## src/rtl/bit_serializer.sv

```systemverilog
// bit_serializer: double-buffered parallel-to-serial converter, one bit per clock
// Ports:
//   clk       system clock, rising edge
//   rst_n     asynchronous active-low reset
//   sync_clr  synchronous clear of the in-flight and queued words
//   in_data   parallel word, in_valid/in_ready handshake
//   ser_out   serial bit, forced to 0 when ser_valid is low
//   ser_valid ser_out carries a data bit
//   ser_last  final bit of the current word
//   busy      a word is shifting or queued
module bit_serializer #(
    parameter int WIDTH     = 8,
    parameter bit MSB_FIRST = 1
) (
    input  logic             clk,
    input  logic             rst_n,
    input  logic             sync_clr,
    input  logic [WIDTH-1:0] in_data,
    input  logic             in_valid,
    output logic             in_ready,
    output logic             ser_out,
    output logic             ser_valid,
    output logic             ser_last,
    output logic             busy
);
    localparam int CW = $clog2(WIDTH);
    localparam logic [CW-1:0] LAST = CW'(WIDTH - 1);

    typedef enum logic {IDLE, SHIFT} state_t;

    state_t state, state_nx;
    logic [WIDTH-1:0] shifter, shifter_nx, hold, hold_nx;
    logic hold_full, hold_full_nx;
    logic [CW-1:0] cnt, cnt_nx;
    logic xfer, load_pt;

    always_ff @(posedge clk or negedge rst_n) begin
        if (!rst_n) begin
            state     <= IDLE;
            shifter   <= '0;
            hold      <= '0;
            hold_full <= 1'b0;
            cnt       <= '0;
        end else begin
            state     <= state_nx;
            shifter   <= shifter_nx;
            hold      <= hold_nx;
            hold_full <= hold_full_nx;
            cnt       <= cnt_nx;
        end
    end

    always_comb begin
        xfer         = in_valid && !hold_full && !sync_clr;
        load_pt      = state == IDLE || cnt == LAST;
        state_nx     = state;
        shifter_nx   = shifter;
        hold_nx      = hold;
        hold_full_nx = hold_full;
        cnt_nx       = cnt;
        if (sync_clr) begin
            state_nx     = IDLE;
            shifter_nx   = '0;
            hold_full_nx = 1'b0;
            cnt_nx       = '0;
        end else if (load_pt) begin
            // A queued word always wins the load slot; in_ready is low then, so no new word can compete.
            cnt_nx = '0;
            if (hold_full) begin
                shifter_nx   = hold;
                hold_full_nx = 1'b0;
                state_nx     = SHIFT;
            end else if (xfer) begin
                shifter_nx = in_data;
                state_nx   = SHIFT;
            end else begin
                state_nx = IDLE;
            end
        end else begin
            cnt_nx     = cnt + 1'b1;
            shifter_nx = MSB_FIRST ? {shifter[WIDTH-2:0], 1'b0} : {1'b0, shifter[WIDTH-1:1]};
            if (xfer) begin
                hold_nx      = in_data;
                hold_full_nx = 1'b1;
            end
        end
    end

    assign in_ready  = !hold_full;
    assign ser_valid = state == SHIFT;
    assign ser_out   = ser_valid && (MSB_FIRST ? shifter[WIDTH-1] : shifter[0]);
    assign ser_last  = ser_valid && cnt == LAST;
    assign busy      = ser_valid || hold_full;
endmodule
```

## config.mk

```make
export PLATFORM = sky130hd
export DESIGN_NAME = bit_serializer
export DESIGN_NICKNAME = d
export VERILOG_FILES = /design/src/rtl/bit_serializer.sv
export SDC_FILE = /design/constraint.sdc
export NUM_CORES = 1
export LEC_CHECK = 0
export ABC_CLOCK_PERIOD_IN_PS = 3800
export CORE_MARGIN = 8
export CORE_UTILIZATION = 55
export DETAILED_ROUTE_END_ITERATION = 6
export DONT_BUFFER_PORTS = 1
export GPL_TIMING_DRIVEN = 0
export PLACE_DENSITY_LB_ADDON = 0.05
export SYNTH_ARGS = -nofsm -noshare
export SYNTH_HDL_FRONTEND = slang
export SYNTH_SLANG_ARGS = --single-unit
```

## constraint.sdc

```tcl
create_clock -name clk -period 3.8 [get_ports clk]
set_input_delay 0.76 -clock clk [delete_from_list [all_inputs] [get_ports clk]]
set_output_delay 0.76 -clock clk [all_outputs]
set_load 0.005 [all_outputs]
```

# == Word-level counts from Yosys, hierarchy flattened ==
# Cells that the tools add are included.
# totals
output_inout_bits,5
register_bits,21
# op_classes
bitwise,3
mux,13
n_eq_ne,2
n_addsub,1
reduce_logical,11
# op_table
cell,n
$mux W8,4
$mux W1,7
$mux W3,2
$logic_and A1 B1 Y1,4
$ne A4 B4 Y1 const B,1
$add A3 B1 Y3 const B,1
$eq A3 B3 Y1 const B,1
$not A1 Y1,3
$reduce_and A3 Y1,1
$reduce_bool A3 Y1,1
$logic_not A1 Y1,2
$logic_or A1 B1 Y1,2
$reduce_bool A2 Y1,1

# == Depth between registers and ports, before layout ==
# Gate-level depths: netlist of run 1.
# logic_depth
ltp_word,7
ltp_mapped,6
ltp_nobuf,5

# == Worst setup path after synthesis of run 1 ==
# No wires, ideal clock.
# synth_timing
path_kind,register to register
startpoint,reg cnt[0]
endpoint,reg hold[0]
path_stages_with_launch,6
required_ps,3675
setup_ps,125
arrival_time_ps,1582
synth_period_minus_slack_ps,1706
path_slack_ps,2094
cell_sequence,dfrtp_1 -> ha_1 -> ha_1 -> nor3b_4 -> nand3_4 -> mux2_2
# synth_via
elab_chain_len,4
# synth_lines
element,line_no,source
start: declaration,34,"logic [CW-1:0] cnt, cnt_nx;"
start signal: assignment,49,cnt <= cnt_nx;
$eq A3 B3 Y1,55,load_pt = state == IDLE || cnt == LAST;
$logic_or A1 B1 Y1,55,
$not A1 Y1 (no line),-,
$reduce_and A3 Y1 (no line),-,
end signal: assignment,47,hold <= hold_nx;
end: declaration,32,"logic [WIDTH-1:0] shifter, shifter_nx, hold, hold_nx;"
# No other way between the ends.
# A chain may end at the register's enable or synchronous reset.

# == Final worst setup path of run 1 ==
# layout_timing
startpoint,reg hold_full
endpoint,out in_ready
# layout_via
elab_chain_len,1
# layout_lines
element,line_no,source
start: declaration,33,"logic hold_full, hold_full_nx;"
start signal: assignment,48,hold_full <= hold_full_nx;
$logic_not A1 Y1,89,assign in_ready = !hold_full;
end: declaration,20,"output logic in_ready,"
# No other way between the ends.

==> impl_metrics.env, run 1 <==
export IMPL_outcome="finished clean"
export IMPL_synth_area_per_cell_um2=12.61
export IMPL_routed_via_count=616
export IMPL_die_width_um=58.56
export IMPL_floorplan_die_area_mm2=0.003429
export IMPL_drtIter0Drc=8
export IMPL_areaGrowthSynthToFinish_pct=5.904
export IMPL_grt_overflow=0
export IMPL_synthSimpleGateAreaFrac_pct=17.46
export IMPL_synthesis_area_um2=996.0
export IMPL_p_leak_uw=0.0005067
export IMPL_synth_top_family_by_area="simple AND/OR/NAND/NOR gates"
export IMPL_first_pass_iters=4
export IMPL_synth_compound_area_share_pct=8.543
export IMPL_initial_core_util_pct=58.32
export IMPL_cts_max_path_buffers=2
export IMPL_holdWs_ns=0.1283
export IMPL_crit_slowest_cell="dfrtp_1"
export IMPL_setup_viol=0
export IMPL_post_route_min_period_ns=2.149
export IMPL_port_buffers=0
export IMPL_grt_use_met2_pct=17.48
export IMPL_finalClockSkew_ns=0.001012
export IMPL_post_route_period_util_pct=56.55
export IMPL_grtUsageMet3_pct=3.913
export IMPL_clkSinkCount=21
export IMPL_fmax_mhz=465.4
export IMPL_critPathCaptureType="output pin"
export IMPL_wl_um=1775
export IMPL_ant_nets=0
export IMPL_numCtsBuffers=3
export IMPL_synth_area_mux_share_pct=17.09
export IMPL_num_nets_final=98
export IMPL_grt_pass1_wl_um=3091
export IMPL_grt_max_degree=22
export IMPL_p_per_area_mw_per_mm2=414.4
export IMPL_drt_wirelength_per_cell_um=16.44
export IMPL_setup_tns_ns=0
export IMPL_busiest_layer="met2"
export IMPL_drcViolationCount=0
export IMPL_routed_via_density=5.704
export IMPL_clk_latency_ns=0.31
export IMPL_hold_path_class="primary input to asynchronous set/reset pin"
export IMPL_yosys_register_bits=21
export IMPL_cts_setup_buffers=0
export IMPL_rsz0062_at_grt="false"
export IMPL_required_ns=3.04
export IMPL_path_clk_slew_ns=0.11
export IMPL_slew_violations=0
export IMPL_max_cap_viol_count=0
export IMPL_cts_resized=0
export IMPL_critPathArrivalTime_ns=1.39
export IMPL_cts_root_buf="clkbuf_4"
export IMPL_syn_inst=79
export IMPL_diodes=0
export IMPL_die_h_um=58.56
export IMPL_core_area_mm2=0.001708
export IMPL_relSlewSlack_pct=67.05
export IMPL_cp_start_kind="flip-flop"
export IMPL_antenna_found_initial=0
export IMPL_gp_congestion=0.7093
export IMPL_cts_tree="done"
export IMPL_synth_top_area_cell="dfrtp_1"
export IMPL_final_hold_violation_count=0
export IMPL_grt_usage_pct=11.83
export IMPL_synth_xor_area_share_pct=0
export IMPL_synth_top_area_share_pct=52.76
export IMPL_synth_area_top_cells="dfrtp_1 53%, mux2_2 9.0%, mux2i_1 8.0%"
export IMPL_drive_gt1_share_pct=24.10
export IMPL_gr_usage_met1_pct=14.45
export IMPL_synth_fa_ha_area_share_pct=2.513
export IMPL_cts_hold_buf=0
export IMPL_tightestPinTransition_ns=0.4937
export IMPL_utilization_pct=61.76
export IMPL_path_class="flip-flop to output pin"
export IMPL_htree_levels=1
export IMPL_fp_row_count=15
export IMPL_synth_nets=93
export IMPL_grt_pass1_vias=654
export IMPL_crit_chain="inv_1 > clkbuf_1"
export IMPL_crit_fanout=10
export IMPL_ys_seq_area_share_pct=52.76
export IMPL_synth_cell_type_count=20
export IMPL_ioPinCount=17
export IMPL_peakVddDrop_mv=0.1779
export IMPL_cpPeakStageDelay_ns=0.52
export IMPL_ys_warn_count=0
[worst max-delay path: cells and delay by family, from the launching register on]
kind	cells	cell delay, ns
buf+inv	2	0.56
flops	1	0.52
[report_power, final]
| part | internal, uW | total (uW) | leakage, uW | switching [uW] |
|---|---|---|---|---|
| clock | 39.3 | 108 | 0.0000177 | 68.2 |
| combinational | 38.1 | 61.7 | 0.000219 | 23.6 |
| sequential | 253 | 268 | 0.000270 | 15.2 |
| total | 330 | 437 | 0.000507 | 107 |
[path summary, 6_finish.rpt]
path | to | cells after the start | slack [ns] | from
worst min-delay path | hold[7]$_DFFE_PN0P_ | 0 | 0.13 | rst_n
max in group asynchronous | hold[1]$_DFFE_PN0P_ | 0 | 3.60 | rst_n
min in group clk | cnt[0]$_DFF_PN0_ | 1 | 0.46 | cnt[0]$_DFF_PN0_
worst max register to register | hold[2]$_DFFE_PN0P_ | 5 | 1.86 | cnt[0]$_DFF_PN0_
worst max-delay path | in_ready | 2 | 1.65 | hold_full$_DFFE_PN0P_
worst min register to register | cnt[0]$_DFF_PN0_ | 1 | 0.46 | cnt[0]$_DFF_PN0_
[cells by family after synthesis]
| family | Yosys count |
|---|---|
| and+or+nand+nor | 27 |
| DFF | 21 |
| muxes | 16 |
| AOI/OAI and AO/OA | 9 |
| buffers and inverters | 4 |
| adders and majority gates | 2 |
[per-stage QoR]
step                area, um2  total power [uW]  instances  worst slack, ns
detailed placement       1027             334.5        104            1.852
CTS                      1055             446.6        108            1.616
global placement         1027             331.6        104            1.864
global route             1055             459.1        108            1.501
floorplan               996.0             322.0         79            2.094
finish                   1055             437.0        108            1.651
[metal layers]
metal | part of all wire (%) | wire [um]
met3 | 6.9 | 122
met1 | 44 | 774
met2 | 47 | 831
met5 | 0 | 0
met4 | 2.6 | 46
[layout by cell type, fill, tap and decap left out, drive strengths merged, types with 2 or more instances in the layout]
cell    count
nand2       8
mux2i       8
dfrtp      21
clkbuf      5
nor3        2
nand2b      7
a32o        7
and2        4
mux2        8
ha          2
[cells in the mapped netlist]
cell and count:
mux2i_1 8, and2_2 4, o211a_1 1, nand2b_1 7, buf_2 1, nor2b_1 1, or2b_1 1, nor3b_4 1
ha_1 2, a32o_1 7, inv_1 1, mux2_2 8, dfrtp_1 21, clkbuf_1 2, a21oi_1 1, nand2_1 8
nor3_1 2, nand3_4 1, or2_2 1, nor2_1 1
[final cells by class]
class	instances	area, um2
fill	146	653.1
sequential	21	525.5
multi-input combinational	54	454.2
tap	25	31.28
clock buffer	3	22.52
buffer	3	12.51
clock inverter	1	5.005
inverter	1	3.754
[registers in the layout (all words and copies together), names as in the netlist]
name and cells:
hold 8, shifter 8, cnt 3, hold_full 1
ser_valid 1
Note: power is estimated with default switching activity, not from simulation.
==> run 2, diff against run 1 <==
ABC_CLOCK_PERIOD_IN_PS = 2100   (was 3800)
clock period = 2.1 ns   (was 3.8 ns; I/O delays follow)
==> run 2 against run 1 <==
  * Non-clock buffer count increased by 1
  * Worst hold slack improved by 0.030 ns
  * Sequential cell count unchanged
  * Die area unchanged
  * Global-route usage increased by 0.14 points
  * Sequential power increased by 81%
  * Critical path depth increased by 3
  * Routed wire length increased by 0.79%
  * Critical path type is now flip-flop to flip-flop
  * Largest power group unchanged
  * Highest routed layer unchanged
==> impl_metrics.env, run 2 (same netlist as run 1, synthesis figures left out) <==
export IMPL_initial_core_util_pct=58.32
export IMPL_rsz0062_at_grt="false"
export IMPL_first_pass_iters=4
export IMPL_areaGrowthSynthToFinish_pct=6.909
export IMPL_top_layer="met4"
export IMPL_post_route_period_util_pct=92.26
export IMPL_grt_overflow=0
export IMPL_cts_max_path_buffers=2
export IMPL_wl_met3_um=108
export IMPL_core_area_mm2=0.001708
export IMPL_max_cap_viol_count=0
export IMPL_ioPinCount=17
export IMPL_p_sw_uw=200.9
export IMPL_cts_tree="done"
export IMPL_p_seq_share_pct=60.6
export IMPL_peakVddDrop_mv=0.3226
export IMPL_wl_um=1789
export IMPL_required_ns=2.31
export IMPL_dp_slack_ns=0.1518
export IMPL_diodes=0
export IMPL_post_route_min_period_ns=1.938
export IMPL_num_nets_final=99
export IMPL_antenna_found_initial=0
export IMPL_numCtsBuffers=3
export IMPL_drtIter0Drc=10
export IMPL_clk_latency_ns=0.31
export IMPL_routed_via_density=5.706
export IMPL_layout_common_cells="21 x dfrtp_1, 8 x mux2_2, 8 x mux2i_1, 8 x nand2_1"
export IMPL_top_regs="hold (8), shifter (8), cnt (3)"
export IMPL_setup_viol=0
export IMPL_finalClockSkew_ns=0.0008041
export IMPL_routed_via_count=622
export IMPL_outcome="finished clean"
export IMPL_critPathArrivalTime_ns=2.14
export IMPL_cp_start_kind="flip-flop"
export IMPL_tightestPinTransition_ns=0.9046
export IMPL_worstRegToRegCells=5
export IMPL_drt_wirelength_per_cell_um=16.41
export IMPL_wl_met1_um=792
export IMPL_floorplan_die_area_mm2=0.003429
export IMPL_die_width_um=58.56
export IMPL_drcViolationCount=0
export IMPL_fmax_mhz=516.1
export IMPL_p_leak_uw=0.0005108
export IMPL_cts_setup_buffers=0
export IMPL_crit_fanout=10
export IMPL_port_buffers=0
export IMPL_wl_met2_um=841
export IMPL_critPathCaptureType="flip-flop"
export IMPL_gp_congestion=0.7093
export IMPL_htree_levels=1
export IMPL_cts_resized=0
export IMPL_clkPwrFrac_pct=24.4
export IMPL_grt_pass1_vias=656
export IMPL_setup_tns_ns=0
export IMPL_p_per_area_mw_per_mm2=750.6
export IMPL_fp_row_count=15
export IMPL_hold_path_class="primary input to flip-flop"
export IMPL_power_internal_uw=598.3
export IMPL_die_h_um=58.56
export IMPL_sw_frac_of_total_pct=25.14
export IMPL_grt_usage_pct=11.97
export IMPL_p_total_uw=799.3
export IMPL_clkSinkCount=21
export IMPL_slew_violations=0
export IMPL_hold_depth=1
export IMPL_layout_cells_most_common="dfrtp_1"
export IMPL_setup_ws_ns=0.1625
export IMPL_grt_max_degree=22
export IMPL_comb_power_share_pct=15.0
export IMPL_final_hold_violation_count=0
export IMPL_grt_pass1_wl_um=3125
export IMPL_ant_nets=0
export IMPL_drive_gt1_share_pct=23.81
export IMPL_cts_root_buf="clkbuf_4"
export IMPL_relSlewSlack_pct=39.49
export IMPL_path_clk_slew_ns=0.11
export IMPL_path_class="flip-flop to flip-flop"
run 2: routing by layer:
metal	global-route usage [%]	vias up
met4	7.343	0
met5	0	-
met3	3.696	5
met2	17.80	13
met1	14.71	307
li1	-	297
run 2: power by group through the flow:
| stage | sequential [uW] | combinational (uW) | clock (uW) |
|---|---|---|---|
| 2_1_floorplan | 483 | 99.4 | 0 |
| 3_3_place_gp | 490 | 110 | 0 |
| 3_5_place_dp | 493 | 112 | 0 |
| 4_1_cts | 485 | 122 | 211 |
| 5_1_grt | 491 | 136 | 214 |
| 6_report | 484 | 120 | 195 |
run 2: path summary, 6_finish.rpt:
path | from | endpoint | slack [ns]
max reg2reg | cnt[0]$_DFF_PN0_ | hold[2]$_DFFE_PN0P_ | 0.16
min | sync_clr | ser_valid$_DFFE_PN0P_ | 0.16
min in group asynchronous | rst_n | hold[6]$_DFFE_PN0P_ | 0.68
max in group asynchronous | rst_n | hold[1]$_DFFE_PN0P_ | 0.88
max | cnt[0]$_DFF_PN0_ | hold[2]$_DFFE_PN0P_ | 0.16
min reg2reg | cnt[0]$_DFF_PN0_ | cnt[0]$_DFF_PN0_ | 0.46
run 2: cell type report:
class / instances / area, um2
multi-input cells: 54 / 454.2
flip-flops and latches: 21 / 525.5
fillers: 145 / 643.1
repair buffers: 1 / 10.01
well taps: 25 / 31.28
inverters: 1 / 3.754
clock buffers: 3 / 22.52
plain buffers: 3 / 12.51
clock inverters: 1 / 5.005
run 2: repair_timing:
| action | in CTS | in global routing |
|---|---|---|
| hold endpoints to repair | 21 | 0 |
| endpoints found under the setup margin | 0 | 0 |
| hold buffers | 1 | 0 |
run 2: critical path: stages (launching register included):
cell and delay (ns):
dfrtp_1 0.41, ha_1 0.20, ha_1 0.22, nor3b_4 0.47
nand3_4 0.21, mux2_2 0.32
run 2: stage by stage:
| step | hold WS, ns | instance area (um2) | util (%) | std cells |
|---|---|---|---|---|
| after detailed placement | 0.1251 | 1027 | 60.15 | 104 |
| final | 0.1582 | 1065 | 62.34 | 109 |
| after CTS | 0.1473 | 1065 | 62.34 | 109 |
| after global placement | 0.1250 | 1027 | 60.15 | 104 |
| after global routing | 0.1445 | 1065 | 62.34 | 109 |
| after floorplan | 0.1244 | 996.0 | - | 79 |
